File: src/rtl/stop_watch_lap_mem_pkg.sv
// Shared types and limits for the stopwatch timer blocks.
package stop_watch_lap_mem_pkg;

  typedef enum logic [1:0] {
    IDLE  = 2'd0,
    RUN   = 2'd1,
    PAUSE = 2'd2
  } sw_state_e;

  localparam int FIELD_W = 7;
  localparam int LAP_W   = 3 * FIELD_W;

  localparam logic [FIELD_W-1:0] C_SEC_MAX = 7'd99;
  localparam logic [FIELD_W-1:0] SEC_MAX   = 7'd59;

  typedef struct packed {
    logic [FIELD_W-1:0] min;
    logic [FIELD_W-1:0] sec;
    logic [FIELD_W-1:0] c_sec;
  } lap_word_t;

endpackage

File: src/rtl/stop_watch_lap_mem_tick_divider.sv
// Free-running prescaler: emits a one-cycle tick every TICK_DIV enabled cycles.
module tick_divider #(
  parameter int TICK_DIV = 10
) (
  input  logic clk,
  input  logic reset_n,
  input  logic en,
  input  logic clr,
  output logic tick
);

  localparam int CW = $clog2(TICK_DIV);
  localparam logic [CW-1:0] LAST = CW'(TICK_DIV - 1);

  logic [CW-1:0] cnt;

  assign tick = en && (cnt == LAST);

  // Count holds while disabled so a resume finishes the partial tick.
  always_ff @(posedge clk or negedge reset_n) begin
    if (!reset_n)   cnt <= '0;
    else if (clr)   cnt <= '0;
    else if (tick)  cnt <= '0;
    else if (en)    cnt <= cnt + 1'b1;
  end

endmodule

File: src/rtl/stop_watch_lap_mem.sv
// Min/sec/centisecond stopwatch with a lap ring buffer and lap recall browsing.
module stop_watch_lap_mem
  import stop_watch_lap_mem_pkg::*;
#(
  parameter int CLK_FREQ_HZ = 100_000_000,
  parameter int TICK_HZ     = 100,
  parameter int LAP_DEPTH   = 8,
  parameter int MAX_MIN     = 99,
  localparam int IDX_W      = (LAP_DEPTH > 1) ? $clog2(LAP_DEPTH) : 1,
  localparam int CNT_W      = $clog2(LAP_DEPTH + 1)
) (
  input  logic               clk,
  input  logic               reset_n,
  input  logic               start_stop,
  input  logic               lap,
  input  logic               clear,
  input  logic               view_next,
  output logic [FIELD_W-1:0] fnd_min,
  output logic [FIELD_W-1:0] fnd_sec,
  output logic [FIELD_W-1:0] fnd_c_sec,
  output logic               running,
  output logic               recall,
  output logic [IDX_W-1:0]   view_idx,
  output logic [CNT_W-1:0]   lap_count,
  output logic               overflow
);

  localparam logic [FIELD_W-1:0] MIN_LIMIT = FIELD_W'(MAX_MIN);
  localparam logic [CNT_W-1:0]   CNT_FULL  = CNT_W'(LAP_DEPTH);

  sw_state_e  state, state_nxt;
  lap_word_t  live, shown;
  lap_word_t  mem [LAP_DEPTH];
  logic [IDX_W-1:0] wr_ptr, rd_idx;
  logic       tick, run_en, clear_acc, lap_we, view_acc;

  assign run_en  = (state == RUN);
  assign running = run_en;

  tick_divider #(.TICK_DIV(CLK_FREQ_HZ / TICK_HZ)) u_tick_divider (
    .clk     (clk),
    .reset_n (reset_n),
    .en      (run_en),
    .clr     (clear_acc),
    .tick    (tick)
  );

  always_ff @(posedge clk or negedge reset_n) begin
    if (!reset_n) state <= IDLE;
    else          state <= state_nxt;
  end

  always_comb begin
    state_nxt = state;
    clear_acc = 1'b0;
    lap_we    = 1'b0;
    case (state)
      IDLE: begin
        if (clear)           clear_acc = 1'b1;
        else if (start_stop) state_nxt = RUN;
      end
      RUN: begin
        lap_we = lap;
        if (start_stop) state_nxt = PAUSE;
      end
      PAUSE: begin
        if (clear) begin
          clear_acc = 1'b1;
          state_nxt = IDLE;
        end else if (start_stop) begin
          state_nxt = RUN;
        end
      end
      default: state_nxt = IDLE;
    endcase
    view_acc = view_next && !lap_we && (lap_count != '0);
  end

  always_ff @(posedge clk or negedge reset_n) begin
    if (!reset_n) begin
      live     <= '0;
      overflow <= 1'b0;
    end else begin
      overflow <= 1'b0;
      if (clear_acc) begin
        live <= '0;
      end else if (tick) begin
        if (live.c_sec != C_SEC_MAX) begin
          live.c_sec <= live.c_sec + 1'b1;
        end else begin
          live.c_sec <= '0;
          if (live.sec != SEC_MAX) begin
            live.sec <= live.sec + 1'b1;
          end else begin
            live.sec <= '0;
            if (live.min != MIN_LIMIT) begin
              live.min <= live.min + 1'b1;
            end else begin
              live.min <= '0;
              overflow <= 1'b1;
            end
          end
        end
      end
    end
  end

  // A lap stores the pre-increment time since live is the registered value.
  always_ff @(posedge clk or negedge reset_n) begin
    if (!reset_n) begin
      for (int unsigned i = 0; i < LAP_DEPTH; i++) mem[i] <= '0;
      wr_ptr    <= '0;
      lap_count <= '0;
      recall    <= 1'b0;
      view_idx  <= '0;
    end else if (clear_acc) begin
      for (int unsigned i = 0; i < LAP_DEPTH; i++) mem[i] <= '0;
      wr_ptr    <= '0;
      lap_count <= '0;
      recall    <= 1'b0;
      view_idx  <= '0;
    end else if (lap_we) begin
      mem[wr_ptr] <= live;
      wr_ptr      <= (LAP_DEPTH == 1) ? '0 : wr_ptr + 1'b1;
      if (lap_count != CNT_FULL) lap_count <= lap_count + 1'b1;
      view_idx    <= '0;
    end else if (view_acc) begin
      if (!recall) begin
        recall   <= 1'b1;
        view_idx <= '0;
      end else if ((CNT_W'(view_idx) + 1'b1) < lap_count) begin
        view_idx <= view_idx + 1'b1;
      end else begin
        recall   <= 1'b0;
        view_idx <= '0;
      end
    end
  end

  always_comb begin
    rd_idx = (LAP_DEPTH == 1) ? '0 : (wr_ptr - 1'b1 - view_idx);
    shown  = recall ? mem[rd_idx] : live;
  end

  always_ff @(posedge clk or negedge reset_n) begin
    if (!reset_n) begin
      fnd_min   <= '0;
      fnd_sec   <= '0;
      fnd_c_sec <= '0;
    end else begin
      fnd_min   <= shown.min;
      fnd_sec   <= shown.sec;
      fnd_c_sec <= shown.c_sec;
    end
  end

endmodule

File: config.mk
export PLATFORM = sky130hd
export DESIGN_NAME = stop_watch_lap_mem
export DESIGN_NICKNAME = d
export VERILOG_FILES = /design/src/rtl/stop_watch_lap_mem_pkg.sv /design/src/rtl/stop_watch_lap_mem_tick_divider.sv /design/src/rtl/stop_watch_lap_mem.sv
export SDC_FILE = /design/constraint.sdc
export NUM_CORES = 1
export LEC_CHECK = 0
export CAP_MARGIN = 20
export CORE_MARGIN = 5
export CORE_UTILIZATION = 40
export CTS_BUF_LIST = sky130_fd_sc_hd__clkbuf_16
export DETAILED_ROUTE_END_ITERATION = 10
export GPL_ROUTABILITY_DRIVEN = 0
export PLACE_DENSITY = 0.54
export SLEW_MARGIN = 25
export SYNTH_ARGS = -nofsm -noshare
export SYNTH_HDL_FRONTEND = slang
export SYNTH_SLANG_ARGS = --single-unit
File: constraint.sdc
create_clock -name clk -period 5.5 [get_ports clk]
set_input_delay 1.375 -clock clk [delete_from_list [all_inputs] [get_ports clk]]
set_output_delay 1.375 -clock clk [all_outputs]
set_load 0.01 [all_outputs]
==> impl_metrics.csv <==
group,metric,value,unit
run_status,status,"complete, no violations",
timing,fin_ws,1.86,ns
synth,avgSynthCellArea,10.3,µm²
synth,ys_seq_area_share,51.6,%
detailed_routing,wl_met1,13.4,mm
detailed_routing,wire_per_inst,18.3,µm
clocking,cts.sinks,244,
detailed_routing,route.detailed.drc,0,
global_route,antenna_found_initial,0,
power_and_ir_drop,internal-power,0.00336,W
critical_path,crit_arrival,2.26,ns
power_and_ir_drop,switching_share,27.9,%
synth,synth_cells,1149,
timing,fin_crit_sh,66.1,%
power_and_ir_drop,power,0.00467,W
detailed_routing,met3_length,1.02,mm
detailed_routing,routed_wl,28.5,mm
global_route,grt.total_usage,17.5,%
detailed_routing,top_layer,"met4",
power_and_ir_drop,p_seq_share,43.5,%
floorplan,start_util,40.2,%
synth,synth_edf_count,0,
power_and_ir_drop,p_comb_share,16.5,%
synth,yosysTopAreaCellShare,51.6,%
critical_path,timing.rr.start,"live[7]",
clocking,cts_root_buf,"clkbuf_16",
global_route,grt_pass1_wl,47.3,mm
critical_path,path_depth,1,
clocking,cts_setup_buffers,0,
place,hpwl,17.2,mm
clocking,cts_buffer_depth,3,
synth,synth-compound-area-share,8.61,%
final_layout,final_common_cell,"dfrtp_1",
timing,finalHoldViolCount,0,
clocking,clk-insertion-delay-late,0.53,ns
synth,synth.distinct_cells,56,
floorplan,die_area,33100,µm²
final_layout,num_antenna_cells,0,
synth,synth_area,11800,µm²
detailed_routing,vias,8221,
timing,worst_pin_slew,1.03,ns
detailed_routing,ant_nets,0,
final_layout,final_cell_mix,"243 x dfrtp_1, 207 x nand2_1, 137 x nor2_1",
critical_path,worstPathMaxFanout,46,
synth,async_reset_ff_share,100,%
power_and_ir_drop,power.leakage,6.09,nW
critical_path,crit_chain,"clkdlybuf4s50_1",
final_layout,fin_util,45.7,%
critical_path,crit_buf_inv,1,
floorplan,die_h,182,µm
floorplan,row_count,63,
detailed_routing,viasPerCell,5.29,
floorplan,die_w,182,µm
final_layout,fillerInstances,2712,
synth,yosys.area_share.adder,1.44,%
place,dpl_worst_slack,1.58,ns
detailed_routing,wl_met2,13.2,mm
floorplan,io_pins,37,
clocking,clk_pin_slew,0.06,ns
critical_path,r2r_cells,6,
clocking,cts-buffers-inserted,28,
timing,relSlewSlack,31.1,%
worst_hold_path,holdPathStages,2,
power_and_ir_drop,power.density,347,nW/µm²
critical_path,critical_path.startpoint_type,"flip-flop",
worst_hold_path,hold_path.class,"flip-flop to flip-flop",
power_and_ir_drop,power_switching,0.00130,W
synth,synth-main-ff-cell,"dfrtp_1",
critical_path,reg2reg_to,"live[16]",
synth,ys_seq_elements,244,
synth,postSynthNetCount,1168,
floorplan,core,29400,µm²
global_route,grt_max_degree,113,
timing,clock_skew,0.00924,ns
timing,rsz0062_at_grt,"false",
place,io_buffers,36,
timing,clock.fmax,275,MHz
job,cap_violations,0,
power_and_ir_drop,irDropWorstVdd,234,µV
critical_path,r2r_setup_slack,2.50,ns
clocking,cts_tree,"done",
worst_hold_path,worstHoldEndpoint,"mem[103]",
clocking,post_cts_resized,0,
synth,yosys-top-cells-area,"dfrtp_1 52%, mux2i_1 9.1%, mux4_2 8.0%, nand2_1 6.6%, o21ai_0 4.6%",
detailed_routing,firstDrtPassIters,5,
clocking,holdBufCountCts,0,
critical_path,path_class,"flip-flop to output pin",
timing,drv_slew,0,
global_route,grt_pass1_vias,8371,
timing,finalCriticalPeriod,3.64,ns
worst_hold_path,hp-start,"mem[103]",
timing,setup_tns,0,ns
synth,synth_area_leader_cell,"dfrtp_1",
critical_path,crit_family,"flip-flops",
global_route,gr-total-overflow,0,
clocking,htreeDepth,1,
critical_path,worstPathRequired,4.12,ns
critical_path,cp_slowest_cell,"dfrtp_2",
power_and_ir_drop,clkPwrFrac,39.9,%
synth,synth_top_family_by_area,"multiplexers",
critical_path,slowest_delay,1.03,ns
final_layout,fin_nets,1161,
detailed_routing,dr.first_iter.drc_count,558,
synth,synthSimpleGateAreaFrac,16.1,%
final_layout,syn2layout_area_growth,13.7,%
final_layout,drive_above_1_share,10.7,%
synth,synthMuxAreaShare,17.2,%
timing,setup_viol,0,
synth,synthXorXnorAreaFrac,1.26,%
synth,ys.warnings.count,0,
critical_path,cp-end-kind,"output pin",
per-layer routing:
layer  global-route usage [%]  vias up
li1                         -     3957
met1                     25.2     4066
met2                     28.3      150
met3                     2.08       48
met4                     4.71        0
met5                        0        -
worst register-to-register path: stages, from the launching register on:
cell and delay (ns):
dfrtp_1 0.62, ha_1 0.27, nand2_1 0.11, nor4_1 0.77, nand4_1 0.49, or4b_1 0.60
nand2_1 0.08
how the worst max path moves through the flow:
stage | startpoint | endpoint
after floorplan | lap | mem[100]
after global placement | lap | mem[68]
after detailed placement | lap | mem[65]
after CTS | recall | recall
after global routing | recall | recall
final | recall | recall
sequential cells by signal, indices dropped and copies added (netlist names):
name                cells
mem                   168
fnd_c_sec               7
lap_count               4
view_idx                3
wr_ptr                  3
live                   21
fnd_sec                 7
fnd_min                 7
recall                  1
state                   2
u_tick_divider.cnt     20
overflow                1
metrics by stage:
step           cell area [µm²]  instances  hold WS, ns
2_1_floorplan            11800       1149        0.450
3_3_place_gp             12500       1502        0.496
3_5_place_dp             12500       1502        0.503
4_1_cts                  13400       1553        0.511
5_1_grt                  13400       1553        0.535
6_report                 13400       1553        0.514
cell families after synthesis:
logic type      after synthesis
buf+inv                     107
mux                         151
fa+ha+maj                    13
xor+xnor                     17
simple gates                435
compound gates              182
flops                       244
synthesized netlist by cell type, drive strengths merged, types with 3 or more instances:
master  count
nor2      138
mux4       42
nand3b      3
dfrtp     244
nand2     207
ha         12
nor2b       5
nand4      12
mux2i     107
nor3        4
xor2       10
o31ai       6
nand3      22
clkbuf     75
nor4        6
and3        6
or3         7
o21ai     110
xnor2       7
nor3b       4
o41ai       5
inv        16
or4b        3
nand2b      5
a31oi       4
a21oi      43
or4         4
buf        16
power groups by stage:
| stage | sequential [W] | combinational (W) | clock [W] |
|---|---|---|---|
| floorplan | 0.00202 | 0.000464 | 0 |
| global placement | 0.00207 | 0.000791 | 0 |
| detailed placement | 0.00207 | 0.000791 | 0 |
| CTS | 0.00203 | 0.000793 | 0.00191 |
| global route | 0.00205 | 0.000847 | 0.00199 |
| finish | 0.00203 | 0.000771 | 0.00186 |
cell type report:
class | count | area [µm²] | area share (%)
timing repair buffer | 54 | 500 | 3.72
multi-input combinational | 798 | 5360 | 39.9
clock inverter | 22 | 199 | 1.48
sequential | 244 | 6110 | 45.4
inverter | 16 | 60.1 | 0.447
tap | 390 | 488 | 3.63
clock buffer | 29 | 726 | 5.40
(Power assumes the default switching activity.)
